## config.mk

```make
export PLATFORM = sky130hd
export DESIGN_NAME = fifo_wr_packer_flat
export DESIGN_NICKNAME = d
export VERILOG_FILES = /design/src/rtl/fifo_wr_packer_if.sv /design/src/rtl/fifo_wr_packer.sv /design/src/flat_wrapper.sv
export SDC_FILE = /design/constraint.sdc
export NUM_CORES = 1
export LEC_CHECK = 0
export CORE_MARGIN = 2
export CORE_UTILIZATION = 30
export CTS_BUF_LIST = sky130_fd_sc_hd__clkbuf_2 sky130_fd_sc_hd__clkbuf_4 sky130_fd_sc_hd__clkbuf_8
export DETAILED_ROUTE_END_ITERATION = 8
export PLACE_DENSITY_LB_ADDON = 0.3
export SLEW_MARGIN = 20
export SYNTH_ARGS = -nofsm -noshare
export SYNTH_HDL_FRONTEND = slang
export SYNTH_SLANG_ARGS = --single-unit
```

## constraint.sdc

```tcl
create_clock -name wr_clk -period 2.2 [get_ports wr_clk]
set_clock_uncertainty 0.05 [all_clocks]
set_input_delay 0.22 -clock wr_clk [delete_from_list [all_inputs] [get_ports wr_clk]]
set_output_delay 0.22 -clock wr_clk [all_outputs]
set_load 0.005 [all_outputs]
```

## src/rtl/fifo_wr_packer_if.sv

```systemverilog
// Stream-in / FIFO-write-out bundle for fifo_wr_packer.
//   in_valid/in_ready/in_data/in_last : narrow input stream (valid/ready)
//   fifo_full                         : FIFO full flag, wr_clk domain
//   wr_en/din                         : FIFO write port
// The packer uses the slave modport. The source and FIFO side use the master modport.
interface fifo_wr_packer_if #(
  parameter int unsigned IN_WIDTH  = 8,
  parameter int unsigned OUT_WIDTH = 16
);
  logic                 in_valid;
  logic                 in_ready;
  logic [IN_WIDTH-1:0]  in_data;
  logic                 in_last;
  logic                 fifo_full;
  logic                 wr_en;
  logic [OUT_WIDTH-1:0] din;

  modport slave (
    input  in_valid, in_data, in_last, fifo_full,
    output in_ready, wr_en, din
  );

  modport master (
    output in_valid, in_data, in_last, fifo_full,
    input  in_ready, wr_en, din
  );
endinterface

```

## src/rtl/fifo_wr_packer.sv

```systemverilog
// Write-side front end for the async FIFO. It packs RATIO narrow input words into one
// FIFO-width word. The first accepted word goes to lane 0, the lowest bits.
// When in_last arrives, any partial word is flushed, and its unfilled lanes are set to PAD_VAL.
// A single hold register feeds the FIFO write port. It can drain and reload on the same edge,
// so the block sustains one input word per cycle while the FIFO is not full.
// Ports:
//   wr_clk, rst_n : write clock, asynchronous active-low reset
//   clr           : synchronous soft clear (drops partial pack and hold word, zeroes wr_cnt)
//   bus           : stream input and FIFO write port (fifo_wr_packer_if.slave)
//   pkt_done      : high with the write that carries in_last
//   busy          : partial pack or hold word pending
//   wr_cnt        : FIFO writes since reset/clr, wraps
module fifo_wr_packer #(
  parameter int unsigned         IN_WIDTH  = 8,
  parameter int unsigned         RATIO     = 2,
  parameter int unsigned         OUT_WIDTH = IN_WIDTH * RATIO,
  parameter logic [IN_WIDTH-1:0] PAD_VAL   = '0,
  parameter int unsigned         CNT_WIDTH = 32
) (
  input  logic                 wr_clk,
  input  logic                 rst_n,
  input  logic                 clr,
  fifo_wr_packer_if.slave      bus,
  output logic                 pkt_done,
  output logic                 busy,
  output logic [CNT_WIDTH-1:0] wr_cnt
);

  localparam int unsigned     LaneW    = (RATIO > 1) ? $clog2(RATIO) : 1;
  localparam logic [LaneW-1:0] LastLane = LaneW'(RATIO - 1);

  logic                 ready_en_q;
  logic [LaneW-1:0]     lane_q;
  logic [OUT_WIDTH-1:0] pack_q;
  logic [OUT_WIDTH-1:0] hold_q;
  logic                 hold_valid_q;
  logic                 hold_last_q;
  logic [CNT_WIDTH-1:0] wr_cnt_q;

  logic                 accept;
  logic                 complete;
  logic                 wr_en;
  logic [OUT_WIDTH-1:0] word;
  int unsigned          lane_u;

  assign lane_u   = 32'(lane_q);
  // Any pending hold word blocks input while the FIFO is full. The pack register then stays
  // frozen, so no data is lost or duplicated.
  assign bus.in_ready = ready_en_q & ~(hold_valid_q & bus.fifo_full);
  assign accept   = bus.in_valid & bus.in_ready;
  assign complete = accept & ((lane_q == LastLane) | bus.in_last);
  // clr discards the hold word, so it must not reach the FIFO in that cycle.
  assign wr_en    = hold_valid_q & ~bus.fifo_full & ~clr;

  assign bus.wr_en = wr_en;
  assign bus.din   = hold_q;
  assign pkt_done  = wr_en & hold_last_q;
  assign busy      = (lane_q != '0) | hold_valid_q;
  assign wr_cnt    = wr_cnt_q;

  // Word as it would look if completed by this cycle's input.
  // Lanes below the current lane come from the pack register.
  // The current lane takes in_data, and the lanes above it take the pad value.
  always_comb begin
    word = '0;
    for (int unsigned i = 0; i < RATIO; i++) begin
      if (i < lane_u) begin
        word[i*IN_WIDTH +: IN_WIDTH] = pack_q[i*IN_WIDTH +: IN_WIDTH];
      end else if (i == lane_u) begin
        word[i*IN_WIDTH +: IN_WIDTH] = bus.in_data;
      end else begin
        word[i*IN_WIDTH +: IN_WIDTH] = PAD_VAL;
      end
    end
  end

  always_ff @(posedge wr_clk or negedge rst_n) begin
    if (!rst_n) begin
      ready_en_q   <= 1'b0;
      lane_q       <= '0;
      pack_q       <= '0;
      hold_q       <= '0;
      hold_valid_q <= 1'b0;
      hold_last_q  <= 1'b0;
      wr_cnt_q     <= '0;
    end else begin
      ready_en_q <= 1'b1;
      if (clr) begin
        lane_q       <= '0;
        hold_valid_q <= 1'b0;
        hold_last_q  <= 1'b0;
        wr_cnt_q     <= '0;
      end else begin
        if (accept) begin
          pack_q <= word;
          lane_q <= complete ? '0 : lane_q + LaneW'(1);
        end
        // A load wins over a drain on the same edge, which keeps the pipeline full.
        if (complete) begin
          hold_q       <= word;
          hold_valid_q <= 1'b1;
          hold_last_q  <= bus.in_last;
        end else if (wr_en) begin
          hold_valid_q <= 1'b0;
          hold_last_q  <= 1'b0;
        end
        if (wr_en) begin
          wr_cnt_q <= wr_cnt_q + CNT_WIDTH'(1);
        end
      end
    end
  end

  a_no_write_when_full: assert property (@(posedge wr_clk) disable iff (!rst_n)
    !(wr_en && bus.fifo_full));

endmodule

```

## src/flat_wrapper.sv

```systemverilog
// flat-port wrapper written by rule: the top's interface ports become plain ports
module fifo_wr_packer_flat 
#(
  parameter int unsigned         IN_WIDTH  = 8,
  parameter int unsigned         RATIO     = 2,
  parameter int unsigned         OUT_WIDTH = IN_WIDTH * RATIO,
  parameter logic [IN_WIDTH-1:0] PAD_VAL   = '0,
  parameter int unsigned         CNT_WIDTH = 32
)
  (wr_clk, rst_n, clr, pkt_done, busy, wr_cnt, bus_in_valid, bus_in_data, bus_in_last, bus_fifo_full, bus_in_ready, bus_wr_en, bus_din);
  fifo_wr_packer_if #(.IN_WIDTH(IN_WIDTH), .OUT_WIDTH(OUT_WIDTH)) bus_i ();
  input  logic wr_clk;
  input  logic rst_n;
  input  logic clr;
  output logic pkt_done;
  output logic busy;
  output logic [CNT_WIDTH-1:0] wr_cnt;
  input wire logic [$bits(bus_i.in_valid)-1:0] bus_in_valid;
  input wire logic [$bits(bus_i.in_data)-1:0] bus_in_data;
  input wire logic [$bits(bus_i.in_last)-1:0] bus_in_last;
  input wire logic [$bits(bus_i.fifo_full)-1:0] bus_fifo_full;
  output wire logic [$bits(bus_i.in_ready)-1:0] bus_in_ready;
  output wire logic [$bits(bus_i.wr_en)-1:0] bus_wr_en;
  output wire logic [$bits(bus_i.din)-1:0] bus_din;
  assign bus_i.in_valid = bus_in_valid;
  assign bus_i.in_data = bus_in_data;
  assign bus_i.in_last = bus_in_last;
  assign bus_i.fifo_full = bus_fifo_full;
  assign bus_in_ready = bus_i.in_ready;
  assign bus_wr_en = bus_i.wr_en;
  assign bus_din = bus_i.din;
  fifo_wr_packer #(.IN_WIDTH(IN_WIDTH), .RATIO(RATIO), .OUT_WIDTH(OUT_WIDTH), .PAD_VAL(PAD_VAL), .CNT_WIDTH(CNT_WIDTH)) u_core (.wr_clk(wr_clk), .rst_n(rst_n), .clr(clr), .bus(bus_i), .pkt_done(pkt_done), .busy(busy), .wr_cnt(wr_cnt));
endmodule
```

==> results.sh, run 1 <==
export IMPL_synth_seq_area_share=0.5175
export IMPL_powerDensity_mw_per_mm2=628.2
export IMPL_synth_area_leaders="dfrtp_1, mux2_2, a21oi_1, o31ai_1, or4_1"
export IMPL_dieArea_mm2=0.01047
export IMPL_arrival_ns=1.77
export IMPL_grt_pass1_wl_um=11610
export IMPL_cts_sinks=60
export IMPL_io_pins=66
export IMPL_layout_nets=351
export IMPL_post_place_ws_ns=0.009034
export IMPL_htreeDepth=3
export IMPL_synth_net_count=272
export IMPL_finalWorstSetupSlack_ns=0.1619
export IMPL_worstReg2RegStart="u_core.wr_cnt[9]"
export IMPL_yosys_top_cells_count="dfrtp_1, mux2_2, a21oi_1"
export IMPL_async_reset_ff_frac=1.000
export IMPL_cp_endpoint="pkt_done"
export IMPL_grt_pass1_vias=2307
export IMPL_r2r_cells=4
export IMPL_power_leakage_nw=1.602
export IMPL_finalCritPeriodShare=0.9264
export IMPL_synth_edf_count=0
export IMPL_required_ns=1.93
export IMPL_num_rows=35
export IMPL_start_util=0.3111
export IMPL_drive_gt1_frac=0.2059
export IMPL_timing_worst_setup_path_type="in2out"
export IMPL_vdd_ir_drop_max_v=0.0004665
export IMPL_grt_ovfl_total=0
export IMPL_r2r_end="u_core.wr_cnt[31]"
export IMPL_n_antenna_cell=0
export IMPL_clk_pin_slew_ns=0.06
export IMPL_status="finished with violations"
export IMPL_gp_congestion=0.7233
export IMPL_grt_max_degree=61
export IMPL_numCtsBuffers=9
export IMPL_rsz0062_at_grt="false"
export IMPL_synth_top_cell_area_share=0.5175
export IMPL_dp_hpwl_um=4651
export IMPL_min_path_type="in2async"
export IMPL_drtIter0Drc=49
export IMPL_syn_area_per_cell_um2=11.29
export IMPL_critPathCaptureType="output pin"
export IMPL_post_cts_buffers=0
export IMPL_yosys_warnings=0
export IMPL_yosysTopAreaCell="dfrtp_1"
export IMPL_setup_viol=0
export IMPL_portBuffers=65
export IMPL_cts_root_buf="clkbuf_8"
export IMPL_synth_cell_types=42
export IMPL_wl_per_cell_um=14.59
export IMPL_netlist_area_mm2=0.002902
export IMPL_critPathLaunchType="primary input"
export IMPL_netlist_instances=257
export IMPL_startpoint="bus_fifo_full"
export IMPL_cts_buffer_depth=2
export IMPL_timing_fmax_mhz=490.6
export IMPL_crit_fanout=4
export IMPL_worst_pin_slew_ns=0.7786
export IMPL_r2r_slack_ns=0.16
export IMPL_hold_viol=10
export IMPL_setup_tns_ns=0
export IMPL_grt_total_usage=0.1423
export IMPL_drv_cap=0
export IMPL_dieHeight_um=102.3
export IMPL_slew_viol_final=0
export IMPL_num_vias=2331
export IMPL_synthFlopType="dfrtp_1"
export IMPL_firstDrtPassIters=4
export IMPL_design_area_mm2=0.003929
export IMPL_instances_no_fill=469
export IMPL_antenna_found_initial=0
export IMPL_wl_um=6841
export IMPL_core_area_mm2=0.009328
export IMPL_synth_most_common_cell="dfrtp_1"
export IMPL_hold_slack_ns=-0.01119
export IMPL_max_slew_margin_rel=0.4809
export IMPL_drc_errors=0
export IMPL_power_total_mw=2.468
export IMPL_placed_cell_area_mm2=0.003751
export IMPL_timing_final_crit_period_ns=2.038
export IMPL_die_w_um=102.3
export IMPL_violations="negative hold slack"
export IMPL_dp_cells=454
export IMPL_clk_latency_ns=0.33
export IMPL_synth_seq_cells=60
export IMPL_cts_tree="yes"
export IMPL_area_delta_synth_final_pct=35.40
export IMPL_ant_nets=0
export IMPL_viasPerCell=4.970
==> layout make-up <==
cell class | count | area (µm²)
repair buffers | 82 | 773.2
multi-input cells | 179 | 1301
clock inverters | 2 | 10.01
well taps | 129 | 161.4
clock buffers | 13 | 166.4
inverters | 4 | 15.01
fillers | 928 | 5399
flip-flops and latches | 60 | 1501
==> critical path: stages <==
cell and delay, ns:
clkdlybuf4s50_1 0.44, buf_4 0.16, nand2b_1 0.17, nor2_1 0.14, and2_1 0.14, clkdlybuf4s50_1 0.49
==> repair_timing <==
action                                  CTS  global route
endpoints found under the setup margin    0             1
hold buffers                              0             0
gates resized for setup                   0             1
==> cells in the final DEF, fill, tap and decap left out, types with 2 or more instances in the layout <==
cell type	netlist	final
clkbuf_8	0	11
and2_1	4	4
nand4_1	7	7
buf_4	2	17
mux2_2	24	24
nor4_1	2	2
and4_2	1	2
dfrtp_1	60	60
inv_1	4	4
mux2_4	2	2
xnor2_1	2	2
and4b_1	2	2
a22o_1	8	8
clkdlybuf4s50_1	0	64
clkbuf_4	0	2
clkinv_2	0	2
a21oi_1	20	20
nor2_1	17	17
o21ai_0	6	6
or3_1	7	7
o31ai_1	13	13
nand3_1	7	7
nand2_1	13	13
xor2_1	8	8
nor2b_1	3	3
and4_1	5	4
or4_1	13	13
==> power breakdown <==
group          internal [mW]  switching [mW]  total (mW)
clock                  0.486           0.411       0.897
sequential              1.19          0.0515        1.24
combinational          0.211           0.116       0.327
total                   1.89           0.578        2.47
==> per-layer routing <==
layer | vias to the layer above | global-route usage | routed length, µm
met5 | - | 0 | 0
met4 | 0 | 0.02769 | 38
met3 | 5 | 0.06224 | 497
met2 | 68 | 0.2232 | 3190
met1 | 1144 | 0.1845 | 3115
li1 | 1114 | - | -
==> sequential cells by signal, summed over array words and instances, names as in the netlist <==
name                 flops
u_core.hold_last_q       1
u_core.hold_valid_q      1
u_core.wr_cnt           32
u_core.lane_q            1
u_core.bus.din          16
u_core.ready_en_q        1
u_core.pack_q            8
==> how the worst min path moves through the flow <==
| stage | endpoint | slack (ns) |
|---|---|---|
| 2_1_floorplan | u_core.bus.din[0] | -0.13 |
| 3_3_place_gp | u_core.wr_cnt[24] | 0.39 |
| 3_5_place_dp | u_core.wr_cnt[24] | 0.39 |
| 4_1_cts | u_core.wr_cnt[24] | 0.03 |
| 5_1_grt | u_core.wr_cnt[22] | 0.06 |
| 6_report | u_core.wr_cnt[22] | -0.01 |
==> cells by family after synthesis <==
logic type               after synthesis  share of synthesized area
AO/OA/AOI/OAI                         50                     0.1126
XOR/XNOR                              10                    0.03019
adder cells (fa/ha/maj)                1                   0.004312
buffers and inverters                 18                    0.03449
flip-flops                            60                     0.5175
multiplexers                          27                     0.1069
other                                  1                   0.001292
AND/OR/NAND/NOR                       90                     0.1928
==> per-stage QoR <==
stage               hold WS, ns  utilization
floorplan               -0.1256            -
global placement         0.3883       0.4021
detailed placement       0.3893       0.4021
CTS                     0.02826       0.4211
global route            0.06225       0.4212
finish                 -0.01119       0.4212
No activity file was read; power rests on OpenSTA's default activity.
==> inputs of run 2 (changes only) <==
HOLD_SLACK_MARGIN = 0.12   (was unset)
==> run 2 against run 1 <==
  * The run now ends clean
  * Core utilization rose by 0.11 points
  * Via count grew 0.21%
  * Non-clock buffer count rose by 1
  * Die area unchanged
  * First-iteration DRC count down 6.1%
  * Final area is 0.25% higher
  * Total power about the same
  * Global-route usage did not move
==> results.sh, run 2 (synthesis results as in run 1) <==
export IMPL_arrival_ns=1.77
export IMPL_required_ns=1.93
export IMPL_post_cts_buffers=0
export IMPL_timing_worst_setup_path_type="in2out"
export IMPL_min_path_type="reg2reg"
export IMPL_dieHeight_um=102.3
export IMPL_grt_pass1_wl_um=11610
export IMPL_power_total_mw=2.469
export IMPL_slew_viol_final=0
export IMPL_dieArea_mm2=0.01047
export IMPL_portBuffers=65
export IMPL_multi_input_area_mm2=0.001301
export IMPL_max_slew_margin_rel=0.4809
export IMPL_grtUsageMet3=0.06224
export IMPL_critPathLaunchType="primary input"
export IMPL_cts_root_buf="clkbuf_8"
export IMPL_powerDensity_mw_per_mm2=626.9
export IMPL_finalWorstSetupSlack_ns=0.1619
export IMPL_start_util=0.3111
export IMPL_firstDrtPassIters=4
export IMPL_numCtsBuffers=9
export IMPL_viasPerCell=4.970
export IMPL_cp_buffers_inverters=3
export IMPL_cts_buffer_depth=2
export IMPL_seq_area_mm2=0.001501
export IMPL_gp_congestion=0.7233
export IMPL_cts_sinks=60
export IMPL_timing_fmax_mhz=490.7
export IMPL_vdd_ir_drop_max_v=0.0004668
export IMPL_die_w_um=102.3
export IMPL_critPathCaptureType="output pin"
export IMPL_ant_nets=0
export IMPL_final_cell_mix="clkdlybuf4s50_1, dfrtp_1, mux2_2"
export IMPL_dp_hpwl_um=4651
export IMPL_clk_pin_slew_ns=0.07
export IMPL_grt_max_degree=61
export IMPL_grt_pass1_vias=2307
export IMPL_final_common_cell="clkdlybuf4s50_1"
export IMPL_power_leakage_nw=1.606
export IMPL_rsz0062_at_grt="false"
export IMPL_nFillCells=927
export IMPL_hold_viol=0
export IMPL_finalCritPeriodShare=0.9264
export IMPL_grt_ovfl_total=0
export IMPL_crit_family="buffers and inverters"
export IMPL_setup_tns_ns=0
export IMPL_clk_latency_ns=0.33
export IMPL_drive_gt1_frac=0.2053
export IMPL_wl_um=6847
export IMPL_io_pins=66
export IMPL_drc_errors=0
export IMPL_num_rows=35
export IMPL_htreeDepth=3
export IMPL_post_place_ws_ns=0.009034
export IMPL_cpMaxStageDelayCell="clkdlybuf4s50_1"
export IMPL_drv_cap=0
export IMPL_worst_pin_slew_ns=0.7786
export IMPL_largest_reg_flops=32
export IMPL_crit_fanout=4
export IMPL_status="completed"
export IMPL_grt_total_usage=0.1423
export IMPL_grt_util_met2=0.2232
export IMPL_layout_nets=352
export IMPL_num_vias=2336
export IMPL_crit_path_frequent_cell="clkdlybuf4s50_1"
export IMPL_use_met1=0.1845
export IMPL_timing_final_crit_period_ns=2.038
export IMPL_wl_per_cell_um=14.57
export IMPL_core_area_mm2=0.009328
export IMPL_setup_viol=0
export IMPL_crit_chain="clkdlybuf4s50_1 > buf_4 > nand2b_1 > nor2_1 > and2_1 > clkdlybuf4s50_1"
export IMPL_drtIter0Drc=46
export IMPL_top_usage_layer="met2"
export IMPL_area_delta_synth_final_pct=35.75
export IMPL_cts_tree="yes"
export IMPL_antenna_found_initial=0
export IMPL_n_antenna_cell=0
export IMPL_cpPeakStageDelay_ns=0.49
## run 2: worst paths after layout
check                                      start                  end  slack, ns  depth (start not counted)
min in group asynchronous                  rst_n    u_core.wr_cnt[22]       0.53                          3
max in group asynchronous                  rst_n  u_core.hold_valid_q       1.05                          3
worst min register to register  u_core.pack_q[2]     u_core.pack_q[2]       0.46                          1
worst max register to register  u_core.wr_cnt[9]    u_core.wr_cnt[31]       0.17                          4
worst max-delay path               bus_fifo_full             pkt_done       0.16                          6
worst min-delay path            u_core.pack_q[2]     u_core.pack_q[2]       0.46                          1
## run 2: area by class of cell
| type | instances | share of cell area |
|---|---|---|
| well taps | 129 | 0.04098 |
| clock inverters | 2 | 0.002541 |
| repair buffers | 83 | 0.1989 |
| multi-input cells | 179 | 0.3304 |
| clock buffers | 13 | 0.04225 |
| flip-flops and latches | 60 | 0.3812 |
| inverters | 4 | 0.003812 |
## run 2: through the flow
| step | hold WS, ns | instance area (µm²) | util | std cells |
|---|---|---|---|---|
| floorplan | -0.1256 | 2902 | - | 257 |
| global placement | 0.3883 | 3751 | 0.4021 | 454 |
| detailed placement | 0.3893 | 3751 | 0.4021 | 454 |
| CTS | 0.4544 | 3938 | 0.4221 | 470 |
| global route | 0.4741 | 3939 | 0.4223 | 470 |
| finish | 0.4570 | 3939 | 0.4223 | 470 |
## run 2: report_power, final
group | switching [mW] | internal, mW | total, mW | leakage (nW)
Clock | 0.411 | 0.486 | 0.897 | 0.0961
Combinational | 0.116 | 0.212 | 0.328 | 0.710
Sequential | 0.0515 | 1.19 | 1.24 | 0.800
## run 2: per-layer routing
| layer | wire length [µm] | up-vias |
|---|---|---|
| met1 | 3123 | 1144 |
| li1 | - | 1117 |
| met4 | 38 | 0 |
| met3 | 494 | 5 |
| met2 | 3191 | 70 |
| met5 | 0 | - |
## run 2: timing repair
| action | 4_1_cts | 5_1_grt |
|---|---|---|
| hold buffers | 1 | 0 |
| resized for setup | 0 | 1 |
| endpoints found under the setup margin | 0 | 1 |
| hold endpoints to repair | 60 | 0 |
